--- config.mk ---
export PLATFORM = sky130hd
export DESIGN_NAME = psk_symbol_mapper
export DESIGN_NICKNAME = d
export VERILOG_FILES = /design/src/rtl/psk_symbol_mapper_pkg.sv /design/src/rtl/psk_symbol_mapper.sv
export SDC_FILE = /design/constraint.sdc
export NUM_CORES = 1
export LEC_CHECK = 0
export ABC_AREA = 1
export ABC_CLOCK_PERIOD_IN_PS = 4800
export BUFFER_PORTS_ARGS = -buffer_cell sky130_fd_sc_hd__clkbuf_2
export CAP_MARGIN = 40
export CORE_ASPECT_RATIO = 1.5
export CORE_MARGIN = 2
export CORE_UTILIZATION = 60
export DETAILED_ROUTE_END_ITERATION = 12
export GPL_ROUTABILITY_DRIVEN = 0
export PLACE_DENSITY_LB_ADDON = 0.05
export SLEW_MARGIN = 5
export SYNTH_ARGS = -nofsm -noshare
export SYNTH_HDL_FRONTEND = slang
export SYNTH_SLANG_ARGS = --single-unit
export TNS_END_PERCENT = 10
--- constraint.sdc ---
create_clock -name clk -period 4.8 [get_ports clk]
set_input_delay 0.48 -clock clk [delete_from_list [all_inputs] [get_ports clk]]
set_output_delay 0.48 -clock clk [all_outputs]
set_load 0.05 [all_outputs]
--- src/rtl/psk_symbol_mapper_pkg.sv ---
// Shared definitions for the BPSK symbol mapper: FSM state encoding,
// the byte width, and a constant clog2 helper used to size the
// per-symbol sample counter.
package psk_symbol_mapper_pkg;

  localparam logic [0:0] ST_IDLE = 1'b0;
  localparam logic [0:0] ST_SEND = 1'b1;

  localparam int BYTE_W = 8;

  // Ceiling log2 for v >= 2; evaluated at elaboration time only.
  function automatic int clog2(input int v);
    int r;
    r = 0;
    for (int i = 0; i < 31; i++) begin
      if (((v - 1) >> i) != 0) r = i + 1;
    end
    return r;
  endfunction

endpackage

--- src/rtl/psk_symbol_mapper.sv ---
// Transmit BPSK symbol mapper: takes bytes over valid/ready, sends them
// MSB-first, and emits SPS two's-complement samples of +amp / -amp per bit,
// optionally differentially encoded.
// Ports: clk, rst (sync, active-high); amp (magnitude, MSB masked);
//   in_data/in_vld/in_rdy (byte stream in); out/out_vld (sample stream out,
//   registered); busy (byte in progress).
module psk_symbol_mapper
  import psk_symbol_mapper_pkg::*;
#(
  parameter int WIDTH = 16,
  parameter int SPS   = 8,
  parameter bit DIFF  = 1'b1
) (
  input  logic              clk,
  input  logic              rst,
  input  logic [WIDTH-1:0]  amp,
  input  logic [BYTE_W-1:0] in_data,
  input  logic              in_vld,
  output logic              in_rdy,
  output logic [WIDTH-1:0]  out,
  output logic              out_vld,
  output logic              busy
);

  localparam int SW  = clog2(SPS);
  localparam int BCW = clog2(BYTE_W);

  localparam logic [SW-1:0]    SAMP_LAST = SW'(SPS - 1);
  localparam logic [SW-1:0]    SAMP_ONE  = SW'(1);
  localparam logic [BCW-1:0]   BIT_LAST  = BCW'(BYTE_W - 1);
  localparam logic [BCW-1:0]   BIT_ONE   = BCW'(1);
  localparam logic [WIDTH-1:0] AMP_MASK  = {1'b0, {(WIDTH-1){1'b1}}};
  localparam logic [WIDTH-1:0] ONE       = {{(WIDTH-1){1'b0}}, 1'b1};

  logic [0:0]        state_q,    state_d;
  logic [BYTE_W-1:0] shreg_q,    shreg_d;
  logic [BCW-1:0]    bit_cnt_q,  bit_cnt_d;
  logic [SW-1:0]     samp_cnt_q, samp_cnt_d;
  logic              ref_sym_q,  ref_sym_d;
  logic [WIDTH-1:0]  amp_q,      amp_d;
  logic [WIDTH-1:0]  out_q,      out_d;
  logic              out_vld_q,  out_vld_d;
  logic              busy_q,     busy_d;

  logic xfer;
  logic bit_start;
  logic cur_bit;
  logic new_sym;
  logic cur_sym;

  // Masking the magnitude MSB beforehand means the negation cannot overflow.
  function automatic logic [WIDTH-1:0] apply_sign(input logic sym,
                                                  input logic [WIDTH-1:0] mag);
    return sym ? mag : (~mag + ONE);
  endfunction

  // Ready depends only on registered state, never on in_vld.
  assign in_rdy = (state_q == ST_IDLE) ||
                  ((bit_cnt_q == BIT_LAST) && (samp_cnt_q == SAMP_LAST));
  assign xfer   = in_vld && in_rdy;

  // Symbol currently on the air: in differential mode ref_sym already holds
  // it; in absolute mode it is simply the bit at the top of the shifter.
  assign cur_sym = DIFF ? ref_sym_q : shreg_q[BYTE_W-1];

  always_comb begin
    state_d    = state_q;
    shreg_d    = shreg_q;
    bit_cnt_d  = bit_cnt_q;
    samp_cnt_d = samp_cnt_q;
    ref_sym_d  = ref_sym_q;
    amp_d      = amp_q;
    out_d      = out_q;
    out_vld_d  = out_vld_q;
    busy_d     = busy_q;
    bit_start  = 1'b0;
    cur_bit    = 1'b0;
    new_sym    = 1'b0;

    if (xfer) begin
      state_d    = ST_SEND;
      shreg_d    = in_data;
      bit_cnt_d  = '0;
      samp_cnt_d = '0;
      bit_start  = 1'b1;
    end else if (state_q == ST_SEND) begin
      if (samp_cnt_q == SAMP_LAST) begin
        samp_cnt_d = '0;
        shreg_d    = {shreg_q[BYTE_W-2:0], 1'b0};
        bit_cnt_d  = bit_cnt_q + BIT_ONE;
        if (bit_cnt_q == BIT_LAST) begin
          state_d = ST_IDLE;
        end else begin
          bit_start = 1'b1;
        end
      end else begin
        samp_cnt_d = samp_cnt_q + SAMP_ONE;
      end
    end

    // The bit about to start is always the MSB of the next shifter value.
    cur_bit = shreg_d[BYTE_W-1];
    new_sym = DIFF ? (ref_sym_q ^ cur_bit) : cur_bit;

    if (bit_start) begin
      if (DIFF) ref_sym_d = new_sym;
      amp_d = amp & AMP_MASK;
      out_d = apply_sign(new_sym, amp_d);
    end else begin
      out_d = apply_sign(cur_sym, amp_q);
    end

    if (state_d == ST_IDLE) out_d = '0;
    out_vld_d = (state_d == ST_SEND);
    busy_d    = (state_d == ST_SEND);
  end

  always_ff @(posedge clk) begin
    if (rst) begin
      state_q    <= ST_IDLE;
      shreg_q    <= '0;
      bit_cnt_q  <= '0;
      samp_cnt_q <= '0;
      ref_sym_q  <= 1'b1;
      amp_q      <= '0;
      out_q      <= '0;
      out_vld_q  <= 1'b0;
      busy_q     <= 1'b0;
    end else begin
      state_q    <= state_d;
      shreg_q    <= shreg_d;
      bit_cnt_q  <= bit_cnt_d;
      samp_cnt_q <= samp_cnt_d;
      ref_sym_q  <= ref_sym_d;
      amp_q      <= amp_d;
      out_q      <= out_d;
      out_vld_q  <= out_vld_d;
      busy_q     <= busy_d;
    end
  end

  assign out     = out_q;
  assign out_vld = out_vld_q;
  assign busy    = busy_q;

endmodule

==> results of run 1 <==
[final cells by class]
cell class,instances,area (um2)
clock buffer,6,72.57
multi-input combinational,297,1445
inverter,60,225.2
tap,46,57.56
timing repair buffer,45,227.7
clock inverter,2,12.51
fill,403,1300
sequential,47,940.9
[registers in the layout, summed over array words and instances (netlist names)]
register,cells
out,16
amp_q,15
shreg_q,8
bit_cnt_q,3
samp_cnt_q,3
busy,1
cur_sym,1
[worst paths after layout]
kind | startpoint | to | slack, ns | cells past startpoint
max | samp_cnt_q[0]$_SDFFE_PP0P_ | out[5]$_SDFF_PP0_ | 2.36 | 10
min | in_data[0] | shreg_q[0]$_SDFFE_PP0P_ | 0.41 | 3
max reg2reg | samp_cnt_q[0]$_SDFFE_PP0P_ | out[5]$_SDFF_PP0_ | 2.36 | 10
min reg2reg | shreg_q[0]$_SDFFE_PP0P_ | shreg_q[1]$_SDFFE_PP0P_ | 0.47 | 2
[worst max-delay path: cells and delay by family (launching register included)]
kind                     cells  cell delay (ns)
flip-flops                   1             0.37
AO/OA/AOI/OAI                1             0.45
AND/OR/NAND/NOR              5             0.72
buffers and inverters        2             0.45
adder cells (fa/ha/maj)      2             0.40
[layer usage]
layer  GRT usage (%)  vias up
li1                -     1420
met1           31.18     1205
met2           46.26       63
met3           4.030       11
met4           8.058        0
met5               0        -
[cells by family after synthesis]
kind of cell,after synthesis,share of synthesized area (%)
AND/OR/NAND/NOR,233,37.71
XOR/XNOR,2,0.6480
flip-flops,47,34.80
AO/OA/AOI/OAI,56,12.31
adder cells (fa/ha/maj),6,2.776
buffers and inverters,75,11.75
[cell usage in the layout (no fill, tap or decap), types with 2 or more instances in the layout]
| cell type | netlist | layout |
|---|---|---|
| nand3_2 | 2 | 2 |
| xor2_1 | 2 | 2 |
| inv_1 | 58 | 58 |
| nand3_1 | 53 | 53 |
| or2_2 | 2 | 2 |
| clkbuf_2 | 0 | 44 |
| o21ai_0 | 17 | 17 |
| a211oi_1 | 9 | 9 |
| nor3_1 | 5 | 5 |
| nand2_1 | 101 | 101 |
| clkbuf_8 | 0 | 5 |
| nand2_2 | 7 | 7 |
| nand2_4 | 3 | 3 |
| ha_1 | 6 | 6 |
| a21oi_1 | 18 | 18 |
| o21ai_1 | 3 | 3 |
| nand4_1 | 4 | 4 |
| o31ai_1 | 6 | 6 |
| nor2_1 | 54 | 54 |
| dfxtp_1 | 47 | 47 |
[power by group through the flow]
stage | logic (mW) | clock network, mW | registers [mW]
2_1_floorplan | 0.138 | 0 | 0.469
3_3_place_gp | 0.215 | 0 | 0.436
3_5_place_dp | 0.218 | 0 | 0.437
4_1_cts | 0.219 | 0.244 | 0.428
5_1_grt | 0.247 | 0.257 | 0.431
6_report | 0.219 | 0.240 | 0.428
==> reports/results.ini, run 1 <==
[floorplanning]
die_y_um = 86.22
start_util_pct = 63.15
io_pins = 46
die-width_um = 58.81
die_area_mm2 = 0.005070
core_area_mm2 = 0.004282
rows = 29

[cts]
cts_root_buf = clkbuf_8
clockBufferDepth = 2
cts_sinks = 47
cts_hold_buf = 0
insertion_delay_ns = 0.30
postCtsSetupBuffers = 0
cts_resized = 0
cts_tree = yes
cts_htree_levels = 2
clk_pin_slew_ns = 0.09
cts_buffers = 5

[timing]
holdWs_ns = 0.4105
final.period_utilization_pct = 50.86
period_minus_slack_ns = 2.442
layout_setup_ws_ns = 2.358
tightest_slew_ns = 0.7658
finalSetupViolations = 0
rsz0062_at_grt = no
slew_headroom_pct = 48.56
maxSlewViolCount = 0
hold_viol = 0
fin_skew_ns = 0.004078
fin_setup_tns_ns = 0
fmax_mhz = 409.6

[global_routing]
grt_util_all_layers_pct = 25.95
antenna_found_initial = 0
grt_pass1_vias = 2401
grt_max_degree = 44
grt.overflow.total = 0
grt_pass1_wl_mm = 10.39

[layout]
utilization_pct = 69.64
design_area_mm2 = 0.002982
syn2layout_area_growth_pct = 10.27
drive_gt1_share_pct = 14.88
antenna_cells = 0
nets = 489
instances_no_fill = 503

[logic_synthesis]
synth_seq_cells = 47
synth_edf_count = 0
syn_area_per_cell_um2 = 6.453
synth.most_common_cell = nand2_1
syn_area_mm2 = 0.002704
synthArstFlopShare_pct = 0
synth_flop_cell = dfxtp_1
synth_top_area_cell = dfxtp_1
synth_cells = 419
synth_area_leaders = dfxtp_1, nand2_1, nand3_1, inv_1, nor2_1
yosysWarnings = 0
synth_common_cells = nand2_1, inv_1, nor2_1
yosysUniqueCellTypes = 30
yosysTopAreaCellShare_pct = 34.80
seq_area_frac_synth_pct = 34.80
synth_fp_nets = 452

[pwr]
p_sw_share_pct = 34.60
irDropWorstVdd_mv = 0.2027
power_mw = 0.8877
p_per_area_mw_per_mm2 = 297.7
leakage_nw = 1.503
p_clk_share_pct = 27.1
p_comb_share_pct = 24.7
p_sw_mw = 0.3071
internal_power_mw = 0.5806
p_seq_share_pct = 48.2

[detailed_routing]
wl_mm = 6.187
met2_length_mm = 3.189
dr.max_layer_used = met4
met1Wirelength_mm = 2.619
dr_total_vias = 2699
dr.first_iter.drc_count = 138
dr.pass1.iters = 8
via_per_inst = 5.366
dr_wl_met3_um = 265
antenna_left = 0
routedWlPerCell_um = 12.30
drc = 2

[outcome]
status = finished, violations left
violations = DRC

[placed_design]
dpl.hpwl_mm = 4.482
dpl_cell_area_mm2 = 0.002897
portBuffers = 44
dp_cells = 495
dp_slack_ns = 2.352

[worst_setup_path]
cp-start-kind = register
crit_type = register to register
worstPathArrival_ns = 2.70
worstPathMaxFanout = 43
cp_slowest_cell = o21ai_4
crit_chain = ha_1 -> ha_1 -> nand2_2 -> o21ai_4 -> inv_2 -> nor2_1 -> nand3_1 -> nand3_1 -> nand2_1 -> inv_1
cp_slowest_stage_delay_ns = 0.45
worstPathRequired_ns = 5.06
crit_path_end_kind = register

[flow_run]
maxCapViolCount = 0

[min_path]
hold_path.class = primary input to register

Note: power is estimated with default switching activity, not from simulation.
==> run 2, diff against run 1 <==
--- a/config.mk
+++ b/config.mk
@@ -5,13 +5,13 @@
 export SDC_FILE = /design/constraint.sdc
 export NUM_CORES = 1
 export LEC_CHECK = 0
-export ABC_AREA = 1
-export ABC_CLOCK_PERIOD_IN_PS = 4800
+export ABC_AREA = 0
+export ABC_CLOCK_PERIOD_IN_PS = 2100
 export BUFFER_PORTS_ARGS = -buffer_cell sky130_fd_sc_hd__clkbuf_2
 export CAP_MARGIN = 40
 export CORE_ASPECT_RATIO = 1.5
 export CORE_MARGIN = 2
-export CORE_UTILIZATION = 60
+export CORE_UTILIZATION = 50
 export DETAILED_ROUTE_END_ITERATION = 12
 export GPL_ROUTABILITY_DRIVEN = 0
 export PLACE_DENSITY_LB_ADDON = 0.05
==> constraint.sdc (replaced) <==
create_clock -name clk -period 2.1 [get_ports clk]
set_input_delay 0.21 -clock clk [delete_from_list [all_inputs] [get_ports clk]]
set_output_delay 0.21 -clock clk [all_outputs]
set_load 0.05 [all_outputs]
==> reports/results.ini, run 2 <==
[layout]
design_area_mm2 = 0.003246
drive_gt1_share_pct = 31.43
syn2layout_area_growth_pct = 28.35
utilization_pct = 66.94
final_cell_mix = nand2_1, clkbuf_2, dfxtp_1
largest_reg_flops = 16
fill_cells = 423
nets = 417
instances_no_fill = 451
layout_commonest_cell = nand2_1
antenna_cells = 0

[cts]
cts_htree_levels = 2
insertion_delay_ns = 0.30
clk_pin_slew_ns = 0.09
cts_hold_buf = 0
cts_root_buf = clkbuf_8
clockBufferDepth = 2
cts_buffers = 5
cts_sinks = 47
cts_tree = yes

[timing]
fin_setup_tns_ns = -0.02041
maxSlewViolCount = 0
slew_headroom_pct = 55.01
tightest_slew_ns = 0.6678
fmax_mhz = 471.6
fin_skew_ns = 0.01083
rsz0062_at_grt = yes
period_minus_slack_ns = 2.120
layout_setup_ws_ns = -0.02041
hold_viol = 0
finalSetupViolations = 1
holdWs_ns = 0.1760
final.period_utilization_pct = 101.0

[logic_synthesis]
syn_area_mm2 = 0.002529
synth.most_common_cell = nand2_1
synth_area_leaders = dfxtp_1, nand2_1, xor2_1, a21oi_1, nor2_1
synth_fp_nets = 348
synth_flop_cell = dfxtp_1
synth_edf_count = 0
synthArstFlopShare_pct = 0
syn_area_per_cell_um2 = 8.028
yosysWarnings = 0
synth_cells = 315
seq_area_frac_synth_pct = 37.21
yosysTopAreaCellShare_pct = 37.21
synth_seq_cells = 47
synth_common_cells = nand2_1, dfxtp_1, a21oi_1
synth_top_area_cell = dfxtp_1
yosysUniqueCellTypes = 51

[pwr]
p_clk_share_pct = 24.2
power_mw = 2.193
irDropWorstVdd_mv = 0.4385
internal_power_mw = 1.446
p_sw_share_pct = 34.08
leakage_nw = 1.399
p_sw_mw = 0.7473
p_seq_share_pct = 45.1
p_per_area_mw_per_mm2 = 675.6
p_comb_share_pct = 30.7

[worst_setup_path]
cp_slowest_stage_delay_ns = 0.34
worstPathArrival_ns = 2.36
crit_chain = ha_4 -> ha_4 -> a21boi_4 -> inv_4 -> a221oi_4 -> buf_6 -> nor2_4 -> mux2i_1 -> a2111oi_2 -> o221a_1
worstPathRequired_ns = 2.34
cp_slowest_cell = dfxtp_2
path_common_cell = ha_4
crit_family = compound AO/OA/AOI/OAI gates
crit_type = register to register
crit_path_end_kind = register
worst-path-buf-inv = 2
worstPathMaxFanout = 6
cp-start-kind = register

[detailed_routing]
dr.pass1.iters = 4
dr_total_vias = 2449
drc = 0
wl_mm = 6.222
dr.first_iter.drc_count = 183
routedWlPerCell_um = 13.80
via_per_inst = 5.430
antenna_left = 0

[global_routing]
grt_util_all_layers_pct = 24.44
grt_pass1_vias = 2394
grt.overflow.total = 0
grt_max_degree = 38
grt_pass1_wl_mm = 10.63
antenna_found_initial = 0

[outcome]
status = finished, violations left
violations = setup timing

[floorplanning]
io_pins = 46
die_area_mm2 = 0.005654
start_util_pct = 52.15
die-width_um = 62.07
rows = 31
core_area_mm2 = 0.004848
die_y_um = 91.10

[placed_design]
dp_slack_ns = -0.1251
dp_cells = 438
dpl.hpwl_mm = 4.663
portBuffers = 44
dpl_cell_area_mm2 = 0.003034

[min_path]
hold_path.class = primary input to register

[flow_run]
maxCapViolCount = 0

[run 2: cell types whose count changed in the layout (fill, tap and decap cells not counted), sizes merged, moves of 5 or more]
cell / before / now
nand2b: 0 / 5
buf: 1 / 38
nand2: 111 / 51
o31ai: 6 / 0
xor2: 2 / 20
nor2: 54 / 26
a22oi: 0 / 6
nand3: 55 / 12
mux2i: 0 / 6
inv: 59 / 10
a21oi: 18 / 29
[run 2: final timing paths]
kind / start / to / slack [ns] / cells after the start
setup / recovery: bit_cnt_q[1]$_SDFFE_PP0P_ / out[11]$_SDFF_PP0_ / -0.02 / 10
hold / removal: amp[3] / amp_q[3]$_SDFFE_PP0N_ / 0.18 / 3
setup reg to reg: bit_cnt_q[1]$_SDFFE_PP0P_ / out[11]$_SDFF_PP0_ / -0.02 / 10
hold reg to reg: shreg_q[1]$_SDFFE_PP0P_ / shreg_q[2]$_SDFFE_PP0P_ / 0.46 / 2
[run 2: cell families after synthesis]
logic type	count (synthesis)	share of synthesized area (%)
buffers and inverters	30	5.838
AO/OA/AOI/OAI	77	19.35
AND/OR/NAND/NOR	124	23.50
multiplexers	7	2.820
adder cells (fa/ha/maj)	6	2.969
flip-flops	47	37.21
XOR/XNOR	24	8.313
[run 2: worst reg2reg max path: stages (launching register included)]
cell,delay [ns]
dfxtp_2,0.34
ha_4,0.16
ha_4,0.16
a21boi_4,0.18
inv_4,0.05
a221oi_4,0.31
buf_6,0.15
nor2_4,0.05
mux2i_1,0.12
a2111oi_2,0.32
o221a_1,0.22
[run 2: metal layers]
layer	GRT usage, %	routed length, um
met1	29.32	2564
met2	40.89	3292
met3	5.128	248
met4	9.043	117
met5	0	0
[run 2: layout make-up]
type                            instances  area, um2  share of cell area [%]
Multi-Input combinational cell        238       1562                   48.11
Sequential cell                        47      947.2                   29.18
Timing Repair Buffer                   82      533.0                   16.42
Tap cell                               66      82.58                   2.544
Clock buffer                            7      76.32                   2.352
Inverter                               10      40.04                   1.234
Clock inverter                          1      5.005                  0.1542
[run 2: power by group through the flow]
stage | Combinational [mW] | Sequential [mW] | Clock (mW)
floorplan | 0.352 | 1.11 | 0
global route | 0.741 | 0.999 | 0.583
CTS | 0.658 | 0.988 | 0.547
global placement | 0.636 | 1.01 | 0
finish | 0.673 | 0.988 | 0.531
detailed placement | 0.646 | 1.01 | 0
[run 2: repair_timing]
action | CTS | global route
setup buffers | 4 | 1
setup endpoints to repair | 8 | 22
gates resized for setup | 11 | 12
pin swaps | 6 | 7
